`src/rtl/uart_tx_fifo.sv`:
```
// rtl/uart_tx_fifo.sv - byte FIFO feeding an 8N1 UART transmitter
module uart_tx_fifo #(
    parameter int BIT_DIV = 868,
    parameter int FIFO_AW = 4
) (
    input  logic       clk,
    input  logic       reset,
    input  logic [7:0] tx_data,
    input  logic       tx_wr,
    output logic       tx_full,
    output logic       tx_empty,
    output logic       tx_busy,
    output logic       uart_tx
);

    localparam int DEPTH = 1 << FIFO_AW;
    localparam logic [FIFO_AW:0] DEPTH_CNT = (FIFO_AW + 1)'(DEPTH);
    localparam logic [15:0] TIMER_LAST = 16'(BIT_DIV - 1);

    typedef enum logic [1:0] {IDLE, START, DATA, STOP} state_t;

    state_t               state;
    state_t               state_next;
    logic [7:0]           mem [DEPTH];
    logic [FIFO_AW-1:0]   wr_ptr;
    logic [FIFO_AW-1:0]   rd_ptr;
    logic [FIFO_AW:0]     count;
    logic [15:0]          timer;
    logic [2:0]           bit_idx;
    logic [7:0]           shreg;
    logic                 push;
    logic                 pop;
    logic                 bit_end;

    assign tx_full  = (count == DEPTH_CNT);
    assign tx_empty = (count == '0);
    assign tx_busy  = (state != IDLE);
    assign bit_end  = (timer == TIMER_LAST);
    assign push     = tx_wr && !tx_full;

    always_comb begin
        state_next = state;
        pop        = 1'b0;
        case (state)
            IDLE: begin
                if (!tx_empty) begin
                    pop        = 1'b1;
                    state_next = START;
                end
            end
            START: begin
                if (bit_end) state_next = DATA;
            end
            DATA: begin
                if (bit_end && bit_idx == 3'd7) state_next = STOP;
            end
            STOP: begin
                // Reload straight from the stop bit so consecutive frames abut.
                if (bit_end) begin
                    if (!tx_empty) begin
                        pop        = 1'b1;
                        state_next = START;
                    end else begin
                        state_next = IDLE;
                    end
                end
            end
            default: state_next = IDLE;
        endcase
    end

    always_ff @(posedge clk) begin
        if (reset) state <= IDLE;
        else       state <= state_next;
    end

    always_ff @(posedge clk) begin
        if (push && !reset) mem[wr_ptr] <= tx_data;
    end

    always_ff @(posedge clk) begin
        if (reset) begin
            wr_ptr <= '0;
            rd_ptr <= '0;
            count  <= '0;
        end else begin
            if (push) wr_ptr <= wr_ptr + 1'b1;
            if (pop)  rd_ptr <= rd_ptr + 1'b1;
            case ({push, pop})
                2'b10:   count <= count + 1'b1;
                2'b01:   count <= count - 1'b1;
                default: count <= count;
            endcase
        end
    end

    // The line register follows the state one cycle later, giving write->start latency of two edges.
    always_ff @(posedge clk) begin
        if (reset) begin
            timer   <= '0;
            bit_idx <= '0;
            shreg   <= '0;
            uart_tx <= 1'b1;
        end else begin
            case (state)
                START:   uart_tx <= 1'b0;
                DATA:    uart_tx <= shreg[0];
                default: uart_tx <= 1'b1;
            endcase
            if (pop) begin
                shreg   <= mem[rd_ptr];
                timer   <= '0;
                bit_idx <= '0;
            end else if (state == IDLE) begin
                timer <= '0;
            end else begin
                timer <= bit_end ? 16'd0 : timer + 16'd1;
                if (state == DATA && bit_end) begin
                    shreg   <= {1'b0, shreg[7:1]};
                    bit_idx <= bit_idx + 3'd1;
                end
            end
        end
    end

endmodule
```
`config.mk`:
```
export PLATFORM = sky130hd
export DESIGN_NAME = uart_tx_fifo
export DESIGN_NICKNAME = d
export VERILOG_FILES = /design/src/rtl/uart_tx_fifo.sv
export SDC_FILE = /design/constraint.sdc
export NUM_CORES = 1
export LEC_CHECK = 0
export CAP_MARGIN = 10
export CORE_MARGIN = 4
export CORE_UTILIZATION = 55
export DETAILED_ROUTE_END_ITERATION = 6
export PLACE_DENSITY = 0.76
export SLEW_MARGIN = 25
export SYNTH_ARGS = -nofsm -noshare
export SYNTH_HDL_FRONTEND = slang
export SYNTH_SLANG_ARGS = --single-unit
```
`constraint.sdc`:
```
create_clock -name clk -period 4.2 [get_ports clk]
set_clock_uncertainty 0.2 [all_clocks]
set_input_delay 0.42 -clock clk [delete_from_list [all_inputs] [get_ports clk]]
set_output_delay 0.42 -clock clk [all_outputs]
set_load 0.05 [all_outputs]
```
==> out/metrics.yaml <==
die_w_um: 121
synth_top_family_by_area: "multiplexers"
netlist.area_leader.share_pct: 54.5
drt_wl_total_um: 13000
dp_hpwl_um: 8160
cts_tree: "yes"
cts.root.buffer_cell: "clkbuf_16"
routabilityCongestion: 0.761
yosys.area.top_type: "edfxtp_1"
grt_use_met1_pct: 26.4
switching_share_pct: 29.8
worst-path-buf-inv: 0
antenna_found_initial: 0
cts_resized: 0
synth_area_mm2: 0.00706
antenna_left: 0
drcViolationCount: 0
power_frac_seq_pct: 43.5
io_pins: 15
antenna_cells: 0
hold_viol_final: 0
top_usage_layer: "met2"
cts_sinks: 175
tightest_slew_ps: 998
grt_max_degree: 28
async_reset_ff_share_pct: 0
critical_path.startpoint_type: "flop"
layout.nets: 491
ir_drop_mv: 0.611
cts.reportedPaths.clkPinSlew_ps: 70
area_delta_synth_final_pct: 13.3
cts.path.max_buffers: 2
min_period_ps: 3600
routedWlPerCell_um: 20.0
yosys-top-cells-count: "edfxtp_1 (128), nor2_1 (56), dfxtp_1 (47)"
r2r-end: "count[4]$_SDFFE_PP0P_"
p_leak_uw: 0.00264
min_path_type: "reg -> reg"
power_density_mw_per_mm2: 605
rsz0062_at_grt: "no"
net-switching-power_uw: 1440
htree_levels: 4
grt_first_pass_wirelength_um: 21200
yosys.area_share.simple_pct: 7.93
yosysSeqAreaShare_pct: 67.8
avgSynthCellArea_um2: 15.9
yosys.cell_count.top_type: "edfxtp_1"
cpLargestDelayFamily: "compound AO/OA/AOI/OAI gates"
endpoint: "count[4]$_SDFFE_PP0P_"
timing.final.crit_share_pct: 85.7
critPathSlowestCell: "o32ai_2"
tns_ps: 0
drv_cap: 0
drt_iter0_markers: 365
synth_xor_area_share_pct: 2.85
p_clk_share_pct: 33.4
grt_use_total_pct: 19.7
required_ps: 4370
reg2reg_depth: 11
synth_seq_cells: 175
endpoint_kind: "flop"
path_class: "reg -> reg"
vias: 3813
fp.dieH_um: 121
startpoint: "timer[0]$_SDFF_PP0_"
rrSetupSlack_ps: 600
critPathArrivalTime_ps: 3770
synth_area_leaders: "edfxtp_1 (54%), dfxtp_1 (13%), mux4_2 (10%)"
n_fill_cell: 888
drt_pass1_iterations: 5
synth_top_flop_cell: "edfxtp_1"
die-area_mm2: 0.0147
met3_usage_pct: 5.78
comb_power_share_pct: 23.0
max_stage_delay_ps: 500
synth_compound_area_share_pct: 4.43
synth_mux_area_share_pct: 12.4
clock_latency_ps: 440
start_util_pct: 56.1
core-area_mm2: 0.0126
syn_nets: 471
path_cells: "ha_1 -> nor3b_1 -> nand4_1 -> o32ai_2 -> ha_1 -> ha_1 -> a21o_1 -> a21oi_1 -> xor2_1 -> or3_1 -> a21oi_1"
numCtsBuffers: 17
power.internal_uw: 3390
clock.fmax_ghz: 0.278
synth_warnings: 0
rows: 41
syn_inst: 443
relSlewSlack_pct: 33.2
status: "complete, no violations"
holdBufCountCts: 0
via_per_inst: 5.88
crit_fanout: 9
drive_above_1_share_pct: 16.4
drv_slew: 0
grt_use_met2_pct: 30.6
synth-edff-count: 128
timing.rr.start: "timer[0]$_SDFF_PP0_"
cp_num_cells: 11
grt_pass1_vias: 3862
crit_top_cell: "ha_1"
postCtsSetupBuffers: 0
finalSetupViolCount: 0
grt_overflow: 0
portBuffers: 14
synthAdderAreaFrac_pct: 3.12
synth.distinct_cells: 48
timing.hold.ws_ps: 288
==> cells in the final DEF, fill, tap and decap left out, types with 3 or more instances in the layout <==
cell type and n:
nand3_1 9, a21oi_1 7, mux4_2 32, clkbuf_16 17, nand4_1 5, inv_6 3
inv_1 8, nand2b_1 3, edfxtp_1 128, nor2_1 56, buf_4 5, xnor2_1 10
nor2b_1 5, xor2_1 13, or3_1 3, a22o_1 8, nor4_1 3, ha_1 16
clkdlybuf4s50_1 14, a221oi_1 9, o22ai_1 7, inv_8 5, mux2i_1 14, dfxtp_1 46
nand2_1 12
==> stage by stage <==
step           worst slack [ps]  power [µW]  util, %  cell area (µm²)  std cells
2_1_floorplan               956        2970        -             7060        443
3_5_place_dp                650        3260     58.7             7380        616
4_1_cts                     621        4880     63.6             8000        648
3_3_place_gp                807        3210     58.7             7380        616
5_1_grt                     247        5080     63.6             8000        648
6_report                    600        4830     63.6             8000        648
==> sequential cells by signal (all words and copies together), names as in the netlist, named ones only <==
signal	cells
mem	128
timer	16
shreg	8
count	5
rd_ptr	4
wr_ptr	4
bit_idx	3
state	2
uart_tx	1
==> logic make-up after synthesis <==
logic type	after synthesis
DFF	175
and+or+nand+nor	114
muxes	47
AOI/OAI and AO/OA	41
buffers and inverters	26
xor gates and xnor gates	23
adders and majority gates	17
==> worst min path at each step <==
stage               slack (ps)  depth (start not counted)                  end           startpoint
finish                     290                          1  timer[0]$_SDFF_PP0_  timer[0]$_SDFF_PP0_
global route               330                          1  timer[0]$_SDFF_PP0_  timer[0]$_SDFF_PP0_
CTS                        290                          1  timer[0]$_SDFF_PP0_  timer[0]$_SDFF_PP0_
detailed placement         280                          1  timer[0]$_SDFF_PP0_  timer[0]$_SDFF_PP0_
global placement           260                          1  timer[0]$_SDFF_PP0_  timer[0]$_SDFF_PP0_
floorplan                  240                          1  timer[0]$_SDFF_PP0_  timer[0]$_SDFF_PP0_
==> metal layers <==
layer	routed length, µm	share of wire (%)
met3	801	6.2
met5	0	0
met4	310	2.4
met2	6440	50
met1	5410	42
==> area by class of cell <==
| type | instances | area, µm² | share of cell area [%] |
|---|---|---|---|
| inverter | 8 | 30.0 | 0.376 |
| multi-input combinational | 242 | 2170 | 27.1 |
| clock inverter | 15 | 191 | 2.39 |
| tap | 172 | 215 | 2.69 |
| sequential | 175 | 4790 | 59.8 |
| timing repair buffer | 19 | 178 | 2.22 |
| clock buffer | 17 | 425 | 5.32 |
==> power groups by stage <==
stage	clock network (µW)	logic [µW]	registers, µW
after floorplan	0	892	2070
after global placement	0	1080	2140
after detailed placement	0	1110	2150
after CTS	1640	1120	2110
after global routing	1730	1220	2130
final	1620	1110	2100
==> worst register-to-register path: stages, from the launching register on <==
cell and delay (ps):
dfxtp_1 400, ha_1 270, nor3b_1 220, nand4_1 340
o32ai_2 510, ha_1 410, ha_1 310, a21o_1 170
a21oi_1 170, xor2_1 90, or3_1 310, a21oi_1 140
No activity file was read; power rests on OpenSTA's default activity.
==> RTL edit 1, RTL diff (config.mk and constraints unchanged) <==
Encoding of `state_t`: now one-hot (4 bits for 4 states).
--- a/src/rtl/uart_tx_fifo.sv
+++ b/src/rtl/uart_tx_fifo.sv
@@ -17,7 +17,7 @@
     localparam logic [FIFO_AW:0] DEPTH_CNT = (FIFO_AW + 1)'(DEPTH);
     localparam logic [15:0] TIMER_LAST = 16'(BIT_DIV - 1);
 
-    typedef enum logic [1:0] {IDLE, START, DATA, STOP} state_t;
+    typedef enum logic [3:0] {IDLE = 4'b0001, START = 4'b0010, DATA = 4'b0100, STOP = 4'b1000} state_t;
 
     state_t               state;
     state_t               state_next;
Behaviour: no difference found for any inputs over 10 cycles, from zero or initial values and one cycle with reset high; not proved beyond that.
==> RTL edit 1 against the original RTL <==
Largest power group unchanged; sequential cell count grew 2; via count rose by 8.1%; setup slack worse by 0.30 ns; final area grew 2.6%; critical endpoint unchanged; power grew 3.7%; largest cell class unchanged; synthesized area is 4.2% higher; global-route usage rose by 0.39 points; routed wire length is 5.6% higher.
==> RTL edit 1: results <==
group,metric,value,unit
finish,layout-drive-gt1-share,13.07,%
synthesis,synth_commonest_cells,"edfxtp_1, dfxtp_1, nor2_1",
routing,vias_per_cell,5.887,
global_routing,use_met1,26.72,%
global_routing,track_usage,20.14,%
power,irDropWorstVdd,0.0004203,V
run_status,status,"completed",
synthesis,synthXorXnorAreaFrac,2.381,%
routing,wl,13690,um
global_routing,grt_pass1_wl,22510,um
synthesis,synth_fa_ha_area_share,2.313,%
sta,finalCritPeriodShare,92.84,%
routing,met3_length,561,um
synthesis,synth.area.top_cells,"edfxtp_1, dfxtp_1, mux4_2",
placed_design,place_inst,668,
power,p_switching,1578,uW
global_routing,grt_use_met2,32.44,%
sta,worst_pin_slew,1.035,ns
critical_path,max_stage_delay,0.41,ns
routing,wl_met1,6057,um
global_routing,grt_pass1_vias,4158,
global_routing,gr-usage-met3,5.313,%
synthesis,netlist_instances,499,
routing,dr_total_vias,4121,
critical_path,critPathMaxFanout,17,
power,pg_clk,1490,uW
critical_path,crit_family,"simple AND/OR/NAND/NOR gates",
placed_design,place_congestion,0.8721,
synthesis,synth_compound_area_share,7.382,%
critical_path,rrSetupSlack,0.30,ns
critical_path,critPathSlowestCell,"and4_1",
placed_design,hpwlAfterDp,9050,um
routing,met2_length,6867,um
critical_path,reg2reg_depth,14,
finish,finalNetCount,539,
## RTL edit 1: cell count changes after synthesis, sizes merged, moves of 6 or more
cell / before / now
nor2: 57 / 49
nor3: 2 / 15
mux2i: 14 / 36
a21oi: 7 / 16
inv: 8 / 14
o22ai: 7 / 1
mux4: 32 / 20
a221oi: 9 / 19
## RTL edit 1: area by class of cell
type,instances,area [um2]
clock buffer,18,429.2
clock inverter,14,130.1
fill,916,4669
inverter,14,52.55
multi-input combinational,284,2349
sequential,177,4826
tap,172,215.2
timing repair buffer,21,205.2
## RTL edit 1: metrics by stage
step	util, %	hold WS [ns]	total power (uW)	cell area [um2]
3_3_place_gp	59.39	0.2405	3510	7647
4_1_cts	63.74	0.2683	5046	8207
5_1_grt	63.74	0.3000	5277	8207
3_5_place_dp	59.39	0.2558	3551	7647
2_1_floorplan	-	0.2260	3211	7356
6_report	63.74	0.2651	5012	8207
==> RTL edit 2, RTL diff (same flow settings) <==
Without the edit above. Change the parameter `BIT_DIV` from 868 to 434.
--- a/src/rtl/uart_tx_fifo.sv
+++ b/src/rtl/uart_tx_fifo.sv
@@ -1,6 +1,6 @@
 // rtl/uart_tx_fifo.sv - byte FIFO feeding an 8N1 UART transmitter
 module uart_tx_fifo #(
-    parameter int BIT_DIV = 868,
+    parameter int BIT_DIV = 434,
     parameter int FIFO_AW = 4
 ) (
     input  logic       clk,
Check against the original RTL: same outputs for any inputs over 10 cycles, from zero or initial values and one cycle with reset high; that may be too few to reach the edited logic, so the function may still have changed.
==> RTL edit 2 against the original RTL <==
Maximum frequency is 2.8% higher; critical path depth stayed put; final area is 1.3% higher; sequential cell count stayed put; routed wire length is 3.8% higher; power is 2.4% lower; count of clock-buffer cells in the layout is 1 higher; via count is 2.1% higher; setup slack better by 0.096 ns; synthesized area is 2.8% higher; hold slack worse by 0.0071 ns; utilization is 0.19 points lower; critical path type unchanged.
==> RTL edit 2: results <==
group,metric,value,unit
synthesis,synth.area.top_cells,"edfxtp_1, dfxtp_1, mux4_1",
synthesis,synth-seq-area-share,65.97,%
placed_design,place_inst,631,
cts,clk_latency,0.44,ns
cts,postCtsSetupBuffers,0,
placed_design,place_congestion,0.8288,
cts,cts_resized,0,
routing,avgRoutedWirePerCell,20.30,um
power,intPower,3363,uW
cts,cts.clk_slew.worst_paths,0.07,ns
run_status,status,"completed",
sta,worst_pin_slew,0.9989,ns
finish,fillers,870,
global_routing,antenna_found_initial,0,
critical_path,crit_family,"simple AND/OR/NAND/NOR gates",
synthesis,ys_warn_count,0,
critical_path,critPathMaxFanout,12,
critical_path,max_stage_delay,0.46,ns
global_routing,grt_max_degree,23,
finish,antenna_cells,0,
cts,cts-root-buf,"clkbuf_16",
synthesis,synth_commonest_cells,"edfxtp_1, nor2_1, dfxtp_1",
finish,finalNetCount,507,
finish,layout-drive-gt1-share,11.61,%
synthesis,async_flop_share,0,%
power,irDropWorstVdd,0.0004665,V
placed_design,port_buffers,14,
critical_path,critPathSlowestCell,"a2bb2oi_2",
synthesis,syn_area_per_cell,15.77,um2
cts,clock_path_buffers,2,
finish,reg_top3,"mem x128, timer x16, shreg x8",
global_routing,grt_pass1_wl,21370,um
placed_design,hpwlAfterDp,8658,um
synthesis,synth_edf_count,128,
synthesis,synth_cell_types,46,
placed_design,place_area,7495,um2
synthesis,syn_nets,489,
routing,vias_per_cell,5.870,
hold_path,hp-class,"reg -> reg",
finish,instances_no_fill,663,
cts,h-tree-depth,4,
routing,dr.pass1.iters,5,
power,power.leakage,0.002700,uW
global_routing,track_usage,19.56,%
cts,cts_buffers,17,
global_routing,grt_pass1_vias,3953,
routing,drt_first_iter_violations,320,
==> RTL edit 2: worst register-to-register path, delay by kind of cell (launching register included) <==
kind                     cells  cell delay (ns)
AND/OR/NAND/NOR              3             0.98
AO/OA/AOI/OAI                4             0.96
adder cells (fa/ha/maj)      2             0.72
flip-flops                   1             0.38
buffers and inverters        1             0.10
XOR/XNOR                     1             0.09
==> RTL edit 2: worst paths after layout <==
check                               from        to  slack, ns  cells past startpoint
worst min register to register  timer[0]  timer[0]       0.28                      1
worst max-delay path            count[0]  count[4]       0.70                     11
worst max register to register  count[0]  count[4]       0.70                     11
worst min-delay path            timer[0]  timer[0]       0.28                      1
==> RTL edit 2: kinds of logic (layout without fill, tap and decap cells) <==
family / count (synthesis) / after routing / synth area share [%]
mux: 45 / 45 / 12.77
buf+inv: 33 / 64 / 2.674
xor+xnor: 20 / 20 / 2.415
fa+ha+maj: 18 / 18 / 3.209
compound gates: 52 / 52 / 4.985
simple gates: 117 / 117 / 7.987
flops: 175 / 175 / 65.97
==> RTL edit 2: per-layer routing <==
metal	up-vias	GRT usage [%]	wire (um)
li1	1802	-	-
met1	1963	25.33	5644
met2	103	31.23	6871
met3	24	6.313	706
met4	0	6.928	238
met5	-	0	0
==> RTL edit 2: area by class of cell <==
cell class	count	area, um2	area share (%)
well taps	172	215.2	2.656
multi-input cells	252	2275	28.07
inverters	15	56.30	0.6949
repair buffers	17	162.7	2.007
flip-flops and latches	175	4786	59.06
clock buffers	18	429.2	5.296
clock inverters	14	178.9	2.208
==> RTL edit 2: stage by stage <==
stage / setup WS, ns / utilization (%)
global placement: 0.8677 / 58.67
floorplan: 0.7947 / -
global route: 0.4428 / 63.43
CTS: 0.6850 / 63.43
detailed placement: 0.7252 / 58.67
finish: 0.6962 / 63.43
==> RTL edit 2: power by group through the flow <==
stage | logic (uW) | clock network (uW) | registers, uW
2_1_floorplan | 882 | 0 | 2040
3_3_place_gp | 1010 | 0 | 2080
3_5_place_dp | 1050 | 0 | 2080
4_1_cts | 1070 | 1640 | 2050
5_1_grt | 1150 | 1720 | 2060
6_report | 1060 | 1610 | 2040
